===== src/rtl/ob_ram_rd_stream_if.sv =====
// Command, RAM-read and output-stream signals of the outbound RAM drain stage.
// master = the drain stage itself, slave = its surroundings (command source, RAM array, sink).
interface ob_ram_rd_stream_if #(
    parameter int LEN_W = 12
);
    logic             CmdValid;
    logic             CmdReady;
    logic [31:0]      CmdAddr;
    logic [LEN_W-1:0] CmdLen;
    logic             RdEn;
    logic [31:0]      RdAddr;
    logic [127:0]     RdData;
    logic             OutValid;
    logic             OutReady;
    logic [127:0]     OutData;
    logic             OutLast;
    logic             Busy;
    logic             Done;
    logic             CmdErr;

    modport master (
        input  CmdValid, CmdAddr, CmdLen, RdData, OutReady,
        output CmdReady, RdEn, RdAddr, OutValid, OutData, OutLast, Busy, Done, CmdErr
    );

    modport slave (
        output CmdValid, CmdAddr, CmdLen, RdData, OutReady,
        input  CmdReady, RdEn, RdAddr, OutValid, OutData, OutLast, Busy, Done, CmdErr
    );
endinterface


===== src/rtl/ob_ram_rd_stream.sv =====
// Drains a word range of the 8-bank outbound RAM onto a valid/ready stream; OB_RD_RANGE_CHK_EN adds command range checking.
// Latency accept->RdEn 1, ->OutValid RD_LAT+2; OutReady low stalls reads through FIFO credits, data is never dropped.
module ob_ram_rd_stream #(
    parameter int RD_LAT     = 1,
    parameter int FIFO_DEPTH = 4,
    parameter int LEN_W      = 12
) (
    input  logic               clk,
    input  logic               rst_n,
    ob_ram_rd_stream_if.master bus
);
    localparam int PW = $clog2(FIFO_DEPTH);
    localparam int CW = PW + 1;

    typedef enum logic [1:0] {IDLE, READ, DRAIN} state_t;

    state_t           state, nextState;
    logic [10:0]      curAddr;
    logic [LEN_W-1:0] remLen;
    logic [RD_LAT-1:0] vldSh, lastSh;
    logic [128:0]     fifoMem [FIFO_DEPTH];
    logic [PW-1:0]    wrPtr, rdPtr;
    logic [CW-1:0]    count, inflight;
    logic             accept, cmdBad, issue, issueLast, credit, push, pop;
    logic             doneQ, errQ;

    assign accept = bus.CmdValid && bus.CmdReady;

`ifdef OB_RD_RANGE_CHK_EN
    assign cmdBad = (bus.CmdAddr[31:11] != '0) ||
                    ((32'(bus.CmdAddr[10:0]) + 32'(bus.CmdLen)) > 32'd2048);
`else
    logic unusedAddrHi;
    assign unusedAddrHi = ^bus.CmdAddr[31:11];
    assign cmdBad       = 1'b0;
`endif

    // Reads already issued but not yet written to the FIFO still hold a credit.
    always_comb begin
        inflight = '0;
        for (int i = 0; i < RD_LAT; i++) begin
            inflight = inflight + CW'(vldSh[i]);
        end
    end

    assign credit    = (count + inflight) < CW'(FIFO_DEPTH);
    assign issueLast = issue && (remLen == LEN_W'(1));
    assign push      = vldSh[RD_LAT-1];
    assign pop       = bus.OutValid && bus.OutReady;

    always_ff @(posedge clk or negedge rst_n) begin
        if (!rst_n) begin
            state <= IDLE;
        end else begin
            state <= nextState;
        end
    end

    always_comb begin
        nextState    = state;
        issue        = 1'b0;
        bus.CmdReady = 1'b0;
        case (state)
            IDLE: begin
                bus.CmdReady = rst_n;
                if (bus.CmdValid && rst_n && !cmdBad && (bus.CmdLen != '0)) begin
                    nextState = READ;
                end
            end
            READ: begin
                issue = credit;
                if (credit && (remLen == LEN_W'(1))) begin
                    nextState = DRAIN;
                end
            end
            DRAIN: begin
                if (pop && bus.OutLast) begin
                    nextState = IDLE;
                end
            end
            default: nextState = IDLE;
        endcase
    end

    always_ff @(posedge clk or negedge rst_n) begin
        if (!rst_n) begin
            curAddr <= '0;
            remLen  <= '0;
            vldSh   <= '0;
            lastSh  <= '0;
            doneQ   <= 1'b0;
            errQ    <= 1'b0;
        end else begin
            doneQ <= 1'b0;
            errQ  <= 1'b0;
            if (accept) begin
                curAddr <= bus.CmdAddr[10:0];
                remLen  <= bus.CmdLen;
                if (cmdBad) begin
                    errQ <= 1'b1;
                end else if (bus.CmdLen == '0) begin
                    doneQ <= 1'b1;
                end
            end else if (issue) begin
                curAddr <= curAddr + 11'd1;
                remLen  <= remLen - 1'b1;
            end
            if ((state == DRAIN) && (nextState == IDLE)) begin
                doneQ <= 1'b1;
            end
            vldSh[0]  <= issue;
            lastSh[0] <= issueLast;
            for (int i = 1; i < RD_LAT; i++) begin
                vldSh[i]  <= vldSh[i-1];
                lastSh[i] <= lastSh[i-1];
            end
        end
    end

    // Output FIFO; the head entry drives the stream directly from a register.
    always_ff @(posedge clk or negedge rst_n) begin
        if (!rst_n) begin
            wrPtr <= '0;
            rdPtr <= '0;
            count <= '0;
            for (int i = 0; i < FIFO_DEPTH; i++) begin
                fifoMem[i] <= '0;
            end
        end else begin
            if (push) begin
                fifoMem[wrPtr] <= {lastSh[RD_LAT-1], bus.RdData};
                wrPtr          <= wrPtr + 1'b1;
            end
            if (pop) begin
                rdPtr <= rdPtr + 1'b1;
            end
            count <= count + CW'(push) - CW'(pop);
        end
    end

    assign bus.OutValid             = (count != '0);
    assign {bus.OutLast, bus.OutData} = fifoMem[rdPtr];
    assign bus.RdEn                 = issue;
    assign bus.RdAddr               = {21'b0, curAddr};
    assign bus.Busy                 = (state != IDLE);
    assign bus.Done                 = doneQ;
    assign bus.CmdErr               = errQ;
endmodule

===== src/flat_wrapper.sv =====
// flat-port wrapper written by rule: the top's interface ports become plain ports
module ob_ram_rd_stream_flat 
#(
    parameter int RD_LAT     = 1,
    parameter int FIFO_DEPTH = 4,
    parameter int LEN_W      = 12
)
  (clk, rst_n, bus_CmdValid, bus_CmdAddr, bus_CmdLen, bus_RdData, bus_OutReady, bus_CmdReady, bus_RdEn, bus_RdAddr, bus_OutValid, bus_OutData, bus_OutLast, bus_Busy, bus_Done, bus_CmdErr);
  ob_ram_rd_stream_if #(.LEN_W(LEN_W)) bus_i ();
  input  logic clk;
  input  logic rst_n;
  input wire logic [$bits(bus_i.CmdValid)-1:0] bus_CmdValid;
  input wire logic [$bits(bus_i.CmdAddr)-1:0] bus_CmdAddr;
  input wire logic [$bits(bus_i.CmdLen)-1:0] bus_CmdLen;
  input wire logic [$bits(bus_i.RdData)-1:0] bus_RdData;
  input wire logic [$bits(bus_i.OutReady)-1:0] bus_OutReady;
  output wire logic [$bits(bus_i.CmdReady)-1:0] bus_CmdReady;
  output wire logic [$bits(bus_i.RdEn)-1:0] bus_RdEn;
  output wire logic [$bits(bus_i.RdAddr)-1:0] bus_RdAddr;
  output wire logic [$bits(bus_i.OutValid)-1:0] bus_OutValid;
  output wire logic [$bits(bus_i.OutData)-1:0] bus_OutData;
  output wire logic [$bits(bus_i.OutLast)-1:0] bus_OutLast;
  output wire logic [$bits(bus_i.Busy)-1:0] bus_Busy;
  output wire logic [$bits(bus_i.Done)-1:0] bus_Done;
  output wire logic [$bits(bus_i.CmdErr)-1:0] bus_CmdErr;
  assign bus_i.CmdValid = bus_CmdValid;
  assign bus_i.CmdAddr = bus_CmdAddr;
  assign bus_i.CmdLen = bus_CmdLen;
  assign bus_i.RdData = bus_RdData;
  assign bus_i.OutReady = bus_OutReady;
  assign bus_CmdReady = bus_i.CmdReady;
  assign bus_RdEn = bus_i.RdEn;
  assign bus_RdAddr = bus_i.RdAddr;
  assign bus_OutValid = bus_i.OutValid;
  assign bus_OutData = bus_i.OutData;
  assign bus_OutLast = bus_i.OutLast;
  assign bus_Busy = bus_i.Busy;
  assign bus_Done = bus_i.Done;
  assign bus_CmdErr = bus_i.CmdErr;
  ob_ram_rd_stream #(.RD_LAT(RD_LAT), .FIFO_DEPTH(FIFO_DEPTH), .LEN_W(LEN_W)) u_core (.clk(clk), .rst_n(rst_n), .bus(bus_i));
endmodule

===== config.mk =====
export PLATFORM = sky130hd
export DESIGN_NAME = ob_ram_rd_stream_flat
export DESIGN_NICKNAME = d
export VERILOG_FILES = /design/src/rtl/ob_ram_rd_stream_if.sv /design/src/rtl/ob_ram_rd_stream.sv /design/src/flat_wrapper.sv
export SDC_FILE = /design/constraint.sdc
export NUM_CORES = 1
export LEC_CHECK = 0
export BUFFER_PORTS_ARGS = -buffer_cell sky130_fd_sc_hd__buf_2
export CAP_MARGIN = 10
export CORE_UTILIZATION = 30
export DETAILED_ROUTE_END_ITERATION = 10
export PLACE_DENSITY_LB_ADDON = 0.3
export SYNTH_ARGS = -nofsm -noshare
export SYNTH_HDL_FRONTEND = slang
export SYNTH_SLANG_ARGS = --single-unit

===== constraint.sdc =====
create_clock -name clk -period 2.6 [get_ports clk]
set_clock_uncertainty 0.15 [all_clocks]
set_input_delay 0.13 -clock clk [delete_from_list [all_inputs] [get_ports clk]]
set_output_delay 0.13 -clock clk [all_outputs]
set_load 0.05 [all_outputs]

==> summary.md <==
| Metric | Value |
|---|---|
| Most common cell in the netlist | dfrtp_1 |
| Wire length of the first global-routing pass | 96.48 mm |
| RSZ-0062 raised after global routing | true |
| Final Hold Vio Count | 0 |
| Final instance area | 31,290 um2 |
| Sequential cell area fraction in the yosys report | 0.5734 |
| Final Max Tran Viols | 0 |
| Vias post-DR | 14,770 |
| Worst Setup End Kind | output pin |
| Fill cell count | 7,357 |
| WL per Instance | 19.83 um |
| Pre-Repair DR Iteration Count | 6 |
| Layout Nets | 2,154 |
| Crit path kind | reg2out |
| CTS tree | done |
| Post-Syn Area per Cell | 16.36 um2 |
| Crit path max-delay cell type | mux4_2 |
| Top cells by count, synth | 551 x dfrtp_1, 516 x mux2_2, 129 x mux4_2, 69 x clkbuf_1, 29 x nand2_1 |
| Area Growth Syn to Fin | 30.12% |
| Die width | 285.1 um |
| Cell family with most CP delay | buffers and inverters |
| WP data required | 2320 ps |
| Hpwl dp | 37.63 mm |
| Cell-by-cell trace of the critical path | buf_12 -> buf_16 -> mux4_2 -> buf_2 |
| Clock latency on the worst-skew pair | 610 ps |
| Highest clock rate | 401.6 MHz |
| Core ar. | 79,130 um2 |
| Routability cong. | 0.7997 |
| GRT Util Overall | 0.1514 |
| Synthesized flop and latch total | 551 |
| Initial Utilization | 0.3039 |
| Status | finished, final reports clean |
| Post-Synthesis Cells | 1,470 |
| Worst hold path type | in2async |
| Yosys top cell area share | 0.5734 |
| Most used routing layer | met2 |
| Initial antenna violation count | 5 |
| Asr flop ratio synth | 1.000 |
| DP Area | 27,180 um2 |
| Htree depth | 3 |
| Vias in the first global route | 16,770 |
| Die Area | 81,300 um2 |
| Die H | 285.1 um |
| Top_reg_cell synth | dfrtp_1 |
| Maximum number of pins on one net before global-route repair | 89 |
| Post-route ant nets | 0 |
| CTS clk-pin slew, worst paths | 60 ps |
| Final TNS setup | 0 ps |
| WL final | 60.83 mm |
| MaxCap Viol Count | 0 |
| WP buf/inv | 3 |
| Relative slew slack | 0.6045 |
| Clk sink count | 551 |
| # DRC | 0 |
| Setup-failing EPs final | 0 |
| Share of cells above drive strength 1 | 0.5568 |
| Multi-input gate area | 9821 um2 |
| Port bufs | 299 |
| Synth warn | 0 |
| M1 GR Usage | 0.1884 |
| Dpl ws | 223.5 ps |
| CTS Buffer Depth | 3 |
| # IOs | 343 |
| Rows | 103 |
| Synth Cell Area | 24,050 um2 |
| Critical path peak fanout | 23 |
| Minimum clock period | 2490 ps |
| M2 GR Usage | 0.2584 |
| Post-synth EDFFs | 0 |
| Fin crit share | 0.9577 |
| Unique masters post-synth | 45 |
| Register cell area after layout | 13,800 um2 |
| Synth area leaders | dfrtp_1 57%, mux2_2 24%, mux4_2 12% |
| Drt first-iter violations | 499 |
| Clk root buf | clkbuf_16 |
| Slew @ Worst Pin | 593.3 ps |
| Worst Setup Start Kind | flop |
| CTS Buf Count | 67 |
| GR Overflow Total | 0 |
| Synth area leader | dfrtp_1 |
| Vias/cell | 4.813 |
| M3 GR Usage | 0.03456 |
| Critical path arrival | 2210 ps |
| Worst path max stage delay | 540 ps |
| Util after Layout | 0.3955 |
| Worst setup margin | 109.9 ps |
-- final timing paths --
path	start	to	slack (ps)	cells past startpoint
max in group asynchronous	rst_n	u_core.fifoMem[276]$_DFFE_PN0P_	1230	4
min in group clk	bus_CmdLen[10]	u_core.remLen[10]$_DFFE_PN0P_	180	4
hold reg to reg	u_core.fifoMem[151]$_DFFE_PN0P_	u_core.fifoMem[151]$_DFFE_PN0P_	350	1
setup / recovery	u_core.rdPtr[0]$_DFFE_PN0P_	bus_OutData[9]	110	4
hold / removal	rst_n	u_core.fifoMem[145]$_DFFE_PN0P_	80	3
setup reg to reg	u_core.push$_DFF_PN0_	u_core.curAddr[9]$_DFFE_PN0P_	150	8
-- cells by family (layout without fill, tap and decap cells) --
| family | count (synthesis) | count (layout) | share of synthesized area |
|---|---|---|---|
| compound gates | 44 | 44 | 0.01374 |
| xor+xnor | 8 | 8 | 0.002914 |
| fa+ha+maj | 11 | 11 | 0.005723 |
| buf+inv | 127 | 653 | 0.02393 |
| flops | 551 | 551 | 0.5734 |
| mux | 645 | 645 | 0.3624 |
| other cells | 1 | 23 | 0.0001559 |
| simple gates | 83 | 83 | 0.01774 |
-- layout make-up --
cell class | instances | share of cell area
timing repair buffer | 523 | 0.1285
inverter | 11 | 0.001319
antenna | 1 | 0.00007997
multi-input combinational | 813 | 0.3138
tap | 1050 | 0.04198
sequential | 551 | 0.4409
clock buffer | 95 | 0.06110
clock inverter | 24 | 0.01236
-- worst min-delay path: stages --
cell and delay, ps:
dlygate4sd3_1 560, buf_8 150, buf_12 380
-- timing repair --
| item | 4_1_cts | 5_1_grt |
|---|---|---|
| hold buffers | 163 | 0 |
| pin swaps | 0 | 1 |
| endpoints found under the setup margin | 55 | 28 |
| endpoints found under the hold margin | 819 | 0 |
| cloned | 1 | 1 |
| resized for setup | 16 | 5 |
| buffers inserted | 4 | 1 |
-- per-stage QoR --
step                std cells  hold WS (ps)
floorplan                1491        -315.6
global placement         2778        -199.0
CTS                      3065         54.10
finish                   3068         83.20
global route             3068         94.91
detailed placement       2778        -197.7
-- cell usage in the layout (no fill, tap or decap), drive strengths merged, types with 9 or more instances in the layout --
master,instances
dfrtp,551
mux2,516
buf,359
dlygate4sd3,163
mux4,129
clkbuf,96
nand2,29
conb,22
inv,15
clkinv,15
nand3,14
ha,11
o21ai,10
nor2,9
-- metal layers --
metal  up-vias  wire (um)
met4         6       1643
met5         -         37
met1      7868      25550
met3       112       2788
met2       296      30810
li1       6483          -
-- registers in the layout, indices dropped and copies added (netlist names) --
signal	cells
u_core.lastSh	1
u_core.bus.Done	1
u_core.count	3
u_core.state	2
u_core.rdPtr	2
u_core.curAddr	11
u_core.remLen	12
u_core.push	1
u_core.wrPtr	2
u_core.fifoMem	516
Power is not shown: default switching activity piles up to over one toggle a cycle in this logic, so the estimate is an artifact.
